[src/rtl/vga_pkg.sv]
// Shared VGA timing types, the legacy 800x600 constants, and the timing-set validity check.
// Contents: VGA_CNT_W, vga_timing_t, VGA_TIMING_800x600, VGA_TIMING_640x480, between(), timing_valid().
// Macro VGA_SYNC_POL_EN adds per-axis sync polarity fields (h_pol, v_pol) to vga_timing_t.
package vga_pkg;

   localparam int VGA_CNT_W = 11;

   // Legacy fixed 800x600@40 MHz timing (SVGA, 40 MHz pixel clock).
   localparam int HOR_BLANK_START = 800;
   localparam int HOR_SYNC_START  = 840;
   localparam int HOR_SYNC_TIME   = 128;
   localparam int HOR_TOTAL_TIME  = 1056;
   localparam int VER_BLANK_START = 600;
   localparam int VER_SYNC_START  = 601;
   localparam int VER_SYNC_TIME   = 4;
   localparam int VER_TOTAL_TIME  = 628;

   typedef struct packed {
`ifdef VGA_SYNC_POL_EN
      logic                 h_pol;
      logic                 v_pol;
`endif
      logic [VGA_CNT_W-1:0] h_pix;
      logic [VGA_CNT_W-1:0] h_ss;
      logic [VGA_CNT_W-1:0] h_se;
      logic [VGA_CNT_W-1:0] h_tot;
      logic [VGA_CNT_W-1:0] v_pix;
      logic [VGA_CNT_W-1:0] v_ss;
      logic [VGA_CNT_W-1:0] v_se;
      logic [VGA_CNT_W-1:0] v_tot;
   } vga_timing_t;

   localparam vga_timing_t VGA_TIMING_800x600 = '{
`ifdef VGA_SYNC_POL_EN
      h_pol: 1'b1,
      v_pol: 1'b1,
`endif
      h_pix: VGA_CNT_W'(HOR_BLANK_START),
      h_ss:  VGA_CNT_W'(HOR_SYNC_START),
      h_se:  VGA_CNT_W'(HOR_SYNC_START + HOR_SYNC_TIME),
      h_tot: VGA_CNT_W'(HOR_TOTAL_TIME),
      v_pix: VGA_CNT_W'(VER_BLANK_START),
      v_ss:  VGA_CNT_W'(VER_SYNC_START),
      v_se:  VGA_CNT_W'(VER_SYNC_START + VER_SYNC_TIME),
      v_tot: VGA_CNT_W'(VER_TOTAL_TIME)
   };

   localparam vga_timing_t VGA_TIMING_640x480 = '{
`ifdef VGA_SYNC_POL_EN
      h_pol: 1'b0,
      v_pol: 1'b0,
`endif
      h_pix: VGA_CNT_W'(640),
      h_ss:  VGA_CNT_W'(656),
      h_se:  VGA_CNT_W'(752),
      h_tot: VGA_CNT_W'(800),
      v_pix: VGA_CNT_W'(480),
      v_ss:  VGA_CNT_W'(490),
      v_se:  VGA_CNT_W'(492),
      v_tot: VGA_CNT_W'(525)
   };

   // lo <= val < hi, one bit wider than a count so tot+1 cannot overflow.
   function automatic logic between(input logic [VGA_CNT_W:0] val,
                                    input logic [VGA_CNT_W:0] lo,
                                    input logic [VGA_CNT_W:0] hi);
      return (val >= lo) && (val < hi);
   endfunction

   // pix < ss < se <= tot on both axes, and at least two positions per axis.
   function automatic logic timing_valid(input vga_timing_t t);
      localparam logic [VGA_CNT_W:0] ONE = 1;
      localparam logic [VGA_CNT_W-1:0] TWO = 2;
      logic h_ok;
      logic v_ok;
      h_ok = between({1'b0, t.h_ss}, {1'b0, t.h_pix} + ONE, {1'b0, t.h_se})
          && between({1'b0, t.h_se}, {1'b0, t.h_ss} + ONE, {1'b0, t.h_tot} + ONE)
          && (t.h_tot >= TWO);
      v_ok = between({1'b0, t.v_ss}, {1'b0, t.v_pix} + ONE, {1'b0, t.v_se})
          && between({1'b0, t.v_se}, {1'b0, t.v_ss} + ONE, {1'b0, t.v_tot} + ONE)
          && (t.v_tot >= TWO);
      return h_ok && v_ok;
   endfunction

endpackage

[src/rtl/vga_axis_cnt.sv]
// Single-axis position counter with registered blank/sync flags derived from the next count.
// Ports: en_i advances the count; tot_i is the live axis length; pix_i/ss_i/se_i are the thresholds
// for the next cycle; cnt_o/blnk_o/sync_o are cycle-aligned; wrap_o is high on an enabled last position.
module vga_axis_cnt
   import vga_pkg::*;
(
   input  logic                 clk,
   input  logic                 rst,
   input  logic                 en_i,
   input  logic [VGA_CNT_W-1:0] tot_i,
   input  logic [VGA_CNT_W-1:0] pix_i,
   input  logic [VGA_CNT_W-1:0] ss_i,
   input  logic [VGA_CNT_W-1:0] se_i,
   output logic [VGA_CNT_W-1:0] cnt_o,
   output logic                 blnk_o,
   output logic                 sync_o,
   output logic                 wrap_o
);

   localparam logic [VGA_CNT_W-1:0] ONE = 1;

   logic [VGA_CNT_W-1:0] cnt_q, cnt_d;
   logic                 blnk_q, blnk_d;
   logic                 sync_q, sync_d;
   logic                 at_end;

   // Kept apart from the flag logic: the parent feeds wrap_o back into the
   // threshold mux (commit), so these must not share a block with blnk_d/sync_d.
   assign at_end = (cnt_q == tot_i - ONE);
   assign wrap_o = en_i && at_end;

   // Thresholds already reflect a commit on this cycle, so the first count of
   // a new frame is flagged against the new timing set.
   always_comb begin
      cnt_d = cnt_q;
      if (en_i) begin
         cnt_d = at_end ? '0 : cnt_q + ONE;
      end
      blnk_d = (cnt_d >= pix_i);
      sync_d = (cnt_d >= ss_i) && (cnt_d < se_i);
   end

   always_ff @(posedge clk) begin
      if (rst) begin
         cnt_q  <= '0;
         blnk_q <= 1'b0;
         sync_q <= 1'b0;
      end else begin
         cnt_q  <= cnt_d;
         blnk_q <= blnk_d;
         sync_q <= sync_d;
      end
   end

   assign cnt_o  = cnt_q;
   assign blnk_o = blnk_q;
   assign sync_o = sync_q;

endmodule

[src/rtl/vga_timing_prog.sv]
// Programmable VGA timing generator: counts, sync, blank from a shadowed timing set committed at frame end.
// Latency: flags cycle-aligned with counts; an accepted set goes live on the cycle after the next last pixel.
// Backpressure: cfg_ready = !cfg_pending; offers are ignored while a set waits for commit.
// Ports: clk/rst (sync, active-high); cfg_valid/cfg_timing/cfg_ready/cfg_err/cfg_pending config handshake;
// hcount/vcount/hsync/vsync/hblnk/vblnk/frame_start/frame_cnt to the draw pipeline.
// Macro VGA_SYNC_POL_EN: sync outputs follow the committed h_pol/v_pol (1 = active-high).
module vga_timing_prog
   import vga_pkg::*;
#(
   parameter vga_timing_t DEF_TIMING  = VGA_TIMING_800x600,
   parameter int          FRAME_CNT_W = 16
)(
   input  logic                           clk,
   input  logic                           rst,
   input  logic                           cfg_valid,
   input  logic [$bits(vga_timing_t)-1:0] cfg_timing,
   output logic                           cfg_ready,
   output logic                           cfg_err,
   output logic                           cfg_pending,
   output logic [VGA_CNT_W-1:0]           hcount,
   output logic [VGA_CNT_W-1:0]           vcount,
   output logic                           hsync,
   output logic                           vsync,
   output logic                           hblnk,
   output logic                           vblnk,
   output logic                           frame_start,
   output logic [FRAME_CNT_W-1:0]         frame_cnt
);

   localparam logic [FRAME_CNT_W-1:0] FC_ONE = 1;

   vga_timing_t            act_q, act_d;
   vga_timing_t            shadow_q, shadow_d;
   vga_timing_t            cfg_t;
   logic                   pending_q, pending_d;
   logic                   err_q, err_d;
   logic [FRAME_CNT_W-1:0] frame_cnt_q, frame_cnt_d;
   logic                   h_wrap, last_pix;
   logic                   xfer, commit;
   logic                   hsync_raw, vsync_raw;

   assign cfg_t = vga_timing_t'(cfg_timing);

   always_comb begin
      xfer        = cfg_valid && !pending_q;
      // A set accepted on the last-pixel cycle has pending_q=0 here, so it
      // waits for the following frame end.
      commit      = last_pix && pending_q;
      act_d       = commit ? shadow_q : act_q;
      shadow_d    = shadow_q;
      pending_d   = pending_q;
      err_d       = 1'b0;
      frame_cnt_d = last_pix ? frame_cnt_q + FC_ONE : frame_cnt_q;
      if (commit) begin
         pending_d = 1'b0;
      end
      if (xfer) begin
         if (timing_valid(cfg_t)) begin
            shadow_d  = cfg_t;
            pending_d = 1'b1;
         end else begin
            err_d = 1'b1;
         end
      end
   end

   always_ff @(posedge clk) begin
      if (rst) begin
         act_q       <= DEF_TIMING;
         shadow_q    <= DEF_TIMING;
         pending_q   <= 1'b0;
         err_q       <= 1'b0;
         frame_cnt_q <= '0;
      end else begin
         act_q       <= act_d;
         shadow_q    <= shadow_d;
         pending_q   <= pending_d;
         err_q       <= err_d;
         frame_cnt_q <= frame_cnt_d;
      end
   end

   // Wrap decisions use the live set; flag thresholds use the set that will
   // be live next cycle.
   vga_axis_cnt u_h (
      .clk    (clk),
      .rst    (rst),
      .en_i   (1'b1),
      .tot_i  (act_q.h_tot),
      .pix_i  (act_d.h_pix),
      .ss_i   (act_d.h_ss),
      .se_i   (act_d.h_se),
      .cnt_o  (hcount),
      .blnk_o (hblnk),
      .sync_o (hsync_raw),
      .wrap_o (h_wrap)
   );

   vga_axis_cnt u_v (
      .clk    (clk),
      .rst    (rst),
      .en_i   (h_wrap),
      .tot_i  (act_q.v_tot),
      .pix_i  (act_d.v_pix),
      .ss_i   (act_d.v_ss),
      .se_i   (act_d.v_se),
      .cnt_o  (vcount),
      .blnk_o (vblnk),
      .sync_o (vsync_raw),
      .wrap_o (last_pix)
   );

`ifdef VGA_SYNC_POL_EN
   // Polarity comes from the registered active set, which switches on the
   // same edge as the counts wrap, so no skew is introduced.
   assign hsync = hsync_raw ^ ~act_q.h_pol;
   assign vsync = vsync_raw ^ ~act_q.v_pol;
`else
   assign hsync = hsync_raw;
   assign vsync = vsync_raw;
`endif

   assign frame_start = (hcount == '0) && (vcount == '0);
   assign frame_cnt   = frame_cnt_q;
   assign cfg_pending = pending_q;
   assign cfg_ready   = !pending_q;
   assign cfg_err     = err_q;

endmodule

[config.mk]
export PLATFORM = sky130hd
export DESIGN_NAME = vga_timing_prog
export DESIGN_NICKNAME = d
export VERILOG_FILES = /design/src/rtl/vga_pkg.sv /design/src/rtl/vga_axis_cnt.sv /design/src/rtl/vga_timing_prog.sv
export SDC_FILE = /design/constraint.sdc
export NUM_CORES = 1
export LEC_CHECK = 0
export CORE_ASPECT_RATIO = 0.7
export CORE_MARGIN = 8
export CORE_UTILIZATION = 35
export CTS_CLUSTER_DIAMETER = 150
export DETAILED_ROUTE_END_ITERATION = 7
export DONT_BUFFER_PORTS = 1
export PLACE_DENSITY = 0.49
export SYNTH_ARGS = -nofsm -noshare
export SYNTH_HDL_FRONTEND = slang
export SYNTH_SLANG_ARGS = --single-unit
[constraint.sdc]
create_clock -name clk -period 7.1 [get_ports clk]
set_input_delay 1.42 -clock clk [delete_from_list [all_inputs] [get_ports clk]]
set_output_delay 1.42 -clock clk [all_outputs]
set_load 0.02 [all_outputs]
Yosys cells after proc, flatten, opt, wreduce, memory -nomap -nowiden
Index checks and enable logic that the tools add are counted.

storage, ports and cells
  flip-flop bits (word level) = 220
  input port bits = 91
  output and inout port bits = 46
  logic and storage cells = 83

cells by class
  add/subtract/negate cells = 11
  order comparisons = 16
  equal/unequal tests = 2
  muxes and demuxes = 8
  bitwise operators = 1
  reduce and logical (&&, ||, !) cells = 20

operator list
  kind                     count
  $mux W88                 1
  $add A11 B1 Y12 const B  6
  $ge A11 B12 Y1           4
  $ge A11 B11 Y1           4
  $lt A11 B11 Y1           4
  $mux W11                 3
  $lt A11 B12 Y1           2
  $add A11 B1 Y11 const B  2
  $eq A11 B11 Y1           2
  $ge A11 B2 Y1 const B    2
  $logic_not A11 Y1        2
  $sub A11 B1 Y11 const B  2
  $add A16 B1 Y16 const B  1
  $logic_and A1 B1 Y1      15
  $mux W1                  4
  $reduce_and A2 Y1        1
  $reduce_or A2 Y1         1
  $logic_not A1 Y1         1
  $not A1 Y1               1

Logic depth before layout (Yosys ltp)
Gate-level depths: netlist (run 1).

  depth in word-level cells = 8
  gate-level depth with buffers = 22
  mapped depth without buffers = 19

Modules after synthesis
Synthesis (run 1) repeated with hierarchy kept, for this count alone.

unflattened totals
  cell total of the unflattened synthesis = 1,818
  area, all modules = 14,532.7 sq um

modules (own cells, without submodules)
  module           times used  cells each  area each (sq um)  seq. area each (sq um)
  vga_timing_prog  1           1,320       10,821.6           3,883.7
  vga_axis_cnt     2           249         1,855.5            260.2

Least setup slack after synthesis (run 1)
OpenSTA, ideal clock, no wires.

  kind = in2reg
  start = in cfg_timing[44]
  end = reg shadow_q[72] (netlist bit)
  setup time = 0.079 ns
  arrival time = 4.632 ns
  data required time = 7.021 ns
  slack = 2.389 ns
  cell stages on the path = 16
  path buffers = 3
  cell sequence = ha_1 and3_1 nand3_1 xor2_1 ha_1 or4_1 a211oi_1 a31o_1 a311oi_1 nand2b_1 or4_1 buf_2 or4_1 buf_2 buf_6 o211ai_1

between the ends
  longest elaborated chain between the ends = 7
  elaborated cells between the ends (all ways) = 8
  those cells by class = 1 x add/sub; 2 x order compare; 5 x reduce/logical

RTL lines
  what                                  line                   RTL
  start: declaration                    vga_timing_prog.sv:16  input logic [$bits(vga_timing_t)-1:0] cfg_timing,
  $add A11 B1 Y12                       vga_pkg.sv:77          && between({1'b0, t.h_se}, {1'b0, t.h_ss} + ONE, {1'b0, t.h_tot} + ONE)
  $lt A11 B12 Y1                        vga_pkg.sv:67          return (val >= lo) && (val < hi);
  $logic_and A1 B1 Y1                   vga_pkg.sv:67
  $logic_and A1 B1 Y1                   vga_pkg.sv:77
  $logic_and A1 B1 Y1 *                 vga_pkg.sv:78          && (t.h_tot >= TWO);
  $logic_and A1 B1 Y1 *                 vga_pkg.sv:82          return h_ok && v_ok;
  $reduce_and A2 Y1 (no source line) *  n/a
  end signal: assignment                vga_timing_prog.sv:76  shadow_q <= shadow_d;
  end: declaration                      vga_timing_prog.sv:33  vga_timing_t shadow_q, shadow_d;

Every way passes the cells marked *; elsewhere a longest branch is shown, timed or not.
A chain may end at the register's enable or synchronous reset.

Worst setup path after layout (run 1)
  start = in cfg_timing[70]
  end = reg shadow_q[56] (netlist bit)

between the ends
  longest elaborated chain between the ends = 7
  elaborated cells between the ends (all ways) = 10
  those cells by class = 1 x add/sub; 3 x order compare; 6 x reduce/logical

RTL lines
  what                                  line
  $add A11 B1 Y12                       vga_pkg.sv:77
  $ge A11 B12 Y1                        vga_pkg.sv:67
  $logic_and A1 B1 Y1                   vga_pkg.sv:67
  $logic_and A1 B1 Y1 *                 vga_pkg.sv:77
  $logic_and A1 B1 Y1 *                 vga_pkg.sv:78
  $logic_and A1 B1 Y1 *                 vga_pkg.sv:82
  $reduce_and A2 Y1 (no source line) *  n/a

Marks and branches as above.

==> reports/metrics.cfg, run 1 <==
[clock_tree]
cts_hold_buffers = 0
cts.sinks = 220
htreeDepth = 1
clock-root-buffer = clkbuf_16
cts.path.max_buffers = 3
ctsResizeCount = 0
clkTransAtPathRegs_ns = 0.06
post_cts_buffers = 0
clk-insertion-delay-late_ns = 0.52
cts_tree = built
cts_buffers = 23

[logic_synthesis]
synth-seq-cells = 220
ys_types = 61
synth_top_area_share = 0.3161
yosys_warnings = 0
synth_simple_gate_area_share = 0.1834
synth_commonest_cells = 220 x dfxtp_1, 165 x ha_1, 126 x nor2_1
synth.most_common_cell = dfxtp_1
synth.area.mux_share = 0.04706
synth-main-ff-cell = dfxtp_1
synth_top_cell_by_area = dfxtp_1
synth-xor-area-share = 0.06915
synth_top_family_by_area = simple AND/OR/NAND/NOR gates
syn_area_sq_mm = 0.01393
seq_area_frac_synth = 0.3161
avgSynthCellArea_sq_um = 8.584
synth_edf_count = 0
synth_fa_ha_area_frac = 0.1482
syn_nets = 1879
netlist_instances = 1623
synthTopCellsByArea = dfxtp_1 32%, ha_1 15%, o41ai_1 5.5%, mux2i_1 4.4%, a21oi_1 4.3%
async_reset_ff_frac = 0
synth_compound_area_frac = 0.1833

[timing]
period_share = 0.7412
period_minus_slack_ns = 5.262
finalHoldViolCount = 0
relSlewSlack = 0.2206
max_freq_ghz = 0.1900
finalMaxSlewViolations = 0
rsz0062_at_grt = false
setup_tns_ns = 0
skew_ns = 0.01823
setup_viol = 0
worst_slew_pin_slew_ns = 1.169

[drt]
dr.pass1.iters = 5
drtIter0Drc = 831
vias = 11980
ant_nets = 0
drcViolationCount = 0
drt_wl_total_um = 44880
via_per_inst = 5.690
avgRoutedWirePerCell_um = 21.32

[global_route]
grt_max_degree = 141
gr-total-overflow = 0
track_usage = 0.1873
antenna_found_initial = 0
first_global_vias = 11340
grt_pass1_wl_um = 69590

[outcome]
status = finished clean

[final_layout]
syn_to_final_growth_pct = 8.415
nets = 1809
multi_input_area_sq_mm = 0.008865
drive_gt1_frac = 0.04904
fin_area_sq_mm = 0.01510
antenna_cells = 0
seq_area_sq_mm = 0.004404
fillers = 4095

[worst_setup_path]
critPathRequiredTime_ns = 7.54
critPathKind = in -> reg
critPathLaunchType = input pin
regToRegSetupSlack_ns = 2.02
crit_arrival_ns = 5.70
critPathMaxFanout = 46
end_kind = flip-flop

[floorplan]
io_pins = 137
rows = 61
start_util = 0.3531
dieArea_sq_mm = 0.04655
dieHeight_um = 182.9
die_width_um = 254.5
core_sq_mm = 0.03946

[run]
drv_cap = 0

[power]
p_total_uw = 2742
vdd_drop_max_v = 0.0001305
leakage_uw = 0.006149
p_per_area_mw_per_mm2 = 181.6

[placement]
postPlaceCellArea_sq_mm = 0.01434
gp_congestion = 0.8072
numPortBuffers = 0
hpwl_um = 33160

[worst_hold_path]
hold_class = reg -> reg

final cells by class:
type | instances | share of cell area
clock buffers | 35 | 0.04506
clock inverters | 7 | 0.005302
inverters | 74 | 0.01839
multi-input cells | 1217 | 0.5869
flip-flops and latches | 220 | 0.2916
well taps | 535 | 0.04432
repair buffers | 17 | 0.008449
power breakdown:
group | internal [uW] | switching [uW]
clock | 704 | 522
combinational | 97.2 | 176
sequential | 1240 | 7.16
total | 2040 | 704
cell usage in the layout (no fill, tap or decap), types with 44 or more instances in the layout:
cell type	instances
inv_1	73
nor2_1	125
o211ai_1	44
a21oi_1	119
ha_1	165
o41ai_1	88
xor2_1	45
nand4_1	81
nand2_1	99
xnor2_1	65
nand3_1	57
mux2i_1	61
dfxtp_1	220
flip-flops by register name, indices dropped and copies added (netlist names), 11 cells and up:
name and flops:
act_q 88, frame_cnt 16, shadow_q 88, u_h.cnt_o 11
u_v.cnt_o 11
stage by stage:
step / setup slack, ns / std cells / hold WS [ns] / util
6_report: 1.838 / 2105 / 0.4603 / 0.3828
5_1_grt: 1.485 / 2105 / 0.4813 / 0.3828
4_1_cts: 1.965 / 2105 / 0.4584 / 0.3828
3_5_place_dp: 1.502 / 2063 / 0.4483 / 0.3635
3_3_place_gp: 1.548 / 2063 / 0.4368 / 0.3635
2_1_floorplan: 2.389 / 1623 / 0.4316 / -
path summary, 6_finish.rpt:
| path | cells past startpoint | to | from |
|---|---|---|---|
| setup reg to reg | 14 | u_v.sync_o | act_q[44] |
| hold reg to reg | 2 | act_q[55] | act_q[55] |
| setup / recovery | 13 | shadow_q[56] | cfg_timing[70] |
| hold / removal | 2 | act_q[55] | act_q[55] |
cells by family after synthesis:
logic type / after synthesis
AND/OR/NAND/NOR: 505
AO/OA/AOI/OAI: 372
flip-flops: 220
buffers and inverters: 186
adder cells (fa/ha/maj): 165
XOR/XNOR: 110
multiplexers: 65
metal layers:
| layer | global-route usage | share of wire | vias to the layer above |
|---|---|---|---|
| met5 | 0 | 0 | - |
| met4 | 0.03448 | 0.016 | 0 |
| met3 | 0.02545 | 0.044 | 48 |
| met2 | 0.3062 | 0.47 | 261 |
| met1 | 0.2629 | 0.47 | 5798 |
| li1 | - | - | 5871 |
worst max-delay path, stage by stage:
cell and delay [ns]:
nand3_1 0.09, nor3_1 0.46, nand2b_1 0.13, xnor2_1 0.18, ha_1 0.26, a2111oi_0 0.81, o21ai_0 0.19, a21oi_1 0.38
nand3b_1 0.17, or4_2 0.72, buf_4 0.57, o41ai_1 0.11, a21oi_1 0.17
No activity file was read; power rests on OpenSTA's default activity.
==> inputs of run 2 (changes only) <==
Clock period 7.1 ns to 5.3 ns, I/O delays scaled along.
==> run 2 against run 1 <==
Compared with the run above: sequential share of layout area down 0.22 points; hold slack hardly changed; clock skew decreased by 0.0040 ns; via count rose by 0.46%; cell count rose by 0.90%; largest power group unchanged; critical endpoint is now u_h.sync_o; global-route usage decreased by 0.15 points; combinational power grew 36%; critical path type is now reg -> reg; power up 31%; clock-buffer cell count shrank 1; critical path depth grew 4.
==> reports/metrics.cfg, run 2 (synthesis results as in run 1) <==
[worst_setup_path]
end_kind = flip-flop
critPathLaunchType = flip-flop
critPathKind = reg -> reg
critPathRequiredTime_ns = 5.75  ; -1.79 ns
crit_arrival_ns = 4.94  ; -0.76 ns
critPathMaxFanout = 18  ; -61%

[timing]
worst_slew_pin_slew_ns = 1.017  ; -0.1520 ns
setup_viol = 0  ; unchanged
finalMaxSlewViolations = 0  ; unchanged
skew_ns = 0.01425  ; -0.003984 ns
finalHoldViolCount = 0  ; unchanged
rsz0062_at_grt = false
setup_tns_ns = 0  ; unchanged
period_minus_slack_ns = 4.492
max_freq_ghz = 0.2226
relSlewSlack = 0.3219  ; +0.1014
period_share = 0.8475

[final_layout]
fillers = 4039  ; -1.4%
antenna_cells = 0  ; unchanged
postLayoutCoreUtil = 0.3857  ; +0.002949
layout.cells.non_filler = 2124  ; +0.90%
syn_to_final_growth_pct = 9.250
drive_gt1_frac = 0.05979  ; +0.01074
nets = 1832  ; +1.3%
final_common_cell = dfxtp_1
layout_common_cells = 220 x dfxtp_1, 165 x ha_1, 125 x nor2_1

[clock_tree]
cts_hold_buffers = 0  ; unchanged
clkTransAtPathRegs_ns = 0.06  ; about the same
cts_tree = built
post_cts_buffers = 0  ; unchanged
clk-insertion-delay-late_ns = 0.51  ; about the same
ctsResizeCount = 0  ; unchanged
cts_buffers = 23  ; unchanged
cts.path.max_buffers = 3  ; unchanged
htreeDepth = 1  ; unchanged
cts.sinks = 220  ; unchanged
clock-root-buffer = clkbuf_16

[floorplan]
die_width_um = 254.5  ; unchanged
io_pins = 137  ; unchanged
dieArea_sq_mm = 0.04655  ; unchanged
rows = 61  ; unchanged
core_sq_mm = 0.03946  ; unchanged
start_util = 0.3531  ; unchanged
dieHeight_um = 182.9  ; unchanged

[global_route]
first_global_vias = 11370  ; +0.23%
gr-total-overflow = 0  ; unchanged
grt_pass1_wl_um = 68990  ; -0.86%
track_usage = 0.1858  ; -0.001540
antenna_found_initial = 0  ; unchanged
grt_max_degree = 141  ; unchanged

[run]
drv_cap = 0  ; unchanged

[drt]
drt_wl_total_um = 44810  ; -0.15%
via_per_inst = 5.665  ; -0.44%
dr.pass1.iters = 5  ; unchanged
drcViolationCount = 0  ; unchanged
vias = 12030  ; +0.46%
avgRoutedWirePerCell_um = 21.10  ; -1.0%
drtIter0Drc = 792  ; -4.7%
ant_nets = 0  ; unchanged

[placement]
hpwl_um = 33600  ; +1.3%
place_inst = 2086  ; +1.1%
numPortBuffers = 0  ; unchanged
gp_congestion = 0.8177  ; +1.3%

[outcome]
status = finished clean

[power]
vdd_drop_max_v = 0.0001744  ; +34%
leakage_uw = 0.006238  ; +1.4%
p_per_area_mw_per_mm2 = 236.4  ; +30%

[worst_hold_path]
hold_class = reg -> reg

## run 2: changes by cell type in the layout (fill, tap and decap cells not counted), sizes merged
| cell | change |
|---|---|
| inv | -2 |
| buf | +23 |
| clkbuf | -1 |
| clkinv | -1 |
## run 2: worst paths after layout
| path | start | to | depth (start not counted) | slack [ns] |
|---|---|---|---|---|
| worst max-delay path | act_q[48] | u_h.sync_o | 17 | 0.81 |
| worst min-delay path | act_q[55] | act_q[55] | 2 | 0.46 |
| worst max register to register | act_q[48] | u_h.sync_o | 17 | 0.81 |
| worst min register to register | act_q[55] | act_q[55] | 2 | 0.46 |
## run 2: area by class of cell
class,count,area (sq um),share of cell area
clock buffers,34,656.9,0.04316
clock inverters,4,47.55,0.003124
inverters,74,277.8,0.01825
multi-input cells,1217,8865,0.5824
flip-flops and latches,220,4404,0.2894
well taps,535,669.4,0.04398
repair buffers,40,300.3,0.01973
## run 2: report_power, final
| group | switching [uW] | internal (uW) | total [uW] |
|---|---|---|---|
| sequential | 9.22 | 1660 | 1670 |
| combinational | 235 | 135 | 370 |
| clock | 662 | 901 | 1560 |
## run 2: routing by layer
metal,GRT usage,vias up,routed length (um)
li1,-,5914,-
met1,0.2582,5795,21250
met2,0.3006,269,20580
met3,0.02927,55,2004
met4,0.04088,0,975
met5,0,-,0
## run 2: critical path, cell delays in order (launching register included)
cell and delay [ns]:
dfxtp_1 0.39, nor4_1 0.73, nand3_1 0.19, xnor2_1 0.18, nor3_1 0.21, and3_1 0.28, nand3_4 0.32, buf_4 0.36
mux2i_1 0.21, ha_1 0.28, a21o_1 0.16, a21o_1 0.17, a21oi_1 0.17, nor2b_1 0.06, o21ai_0 0.16, a21oi_1 0.09
nor4b_1 0.29, buf_4 0.17
## run 2: per-stage QoR
| stage | total power (uW) | worst slack [ns] | hold WS [ns] | instance area, sq um |
|---|---|---|---|---|
| 4_1_cts | 3639 | 0.8308 | 0.4570 | 15220 |
| 3_3_place_gp | 2063 | 0.7059 | 0.4356 | 14520 |
| 3_5_place_dp | 2067 | 0.6255 | 0.4483 | 14520 |
| 6_report | 3598 | 0.8083 | 0.4606 | 15220 |
| 2_1_floorplan | 1979 | 0.9493 | 0.4316 | 13930 |
| 5_1_grt | 3761 | 0.3711 | 0.4813 | 15220 |
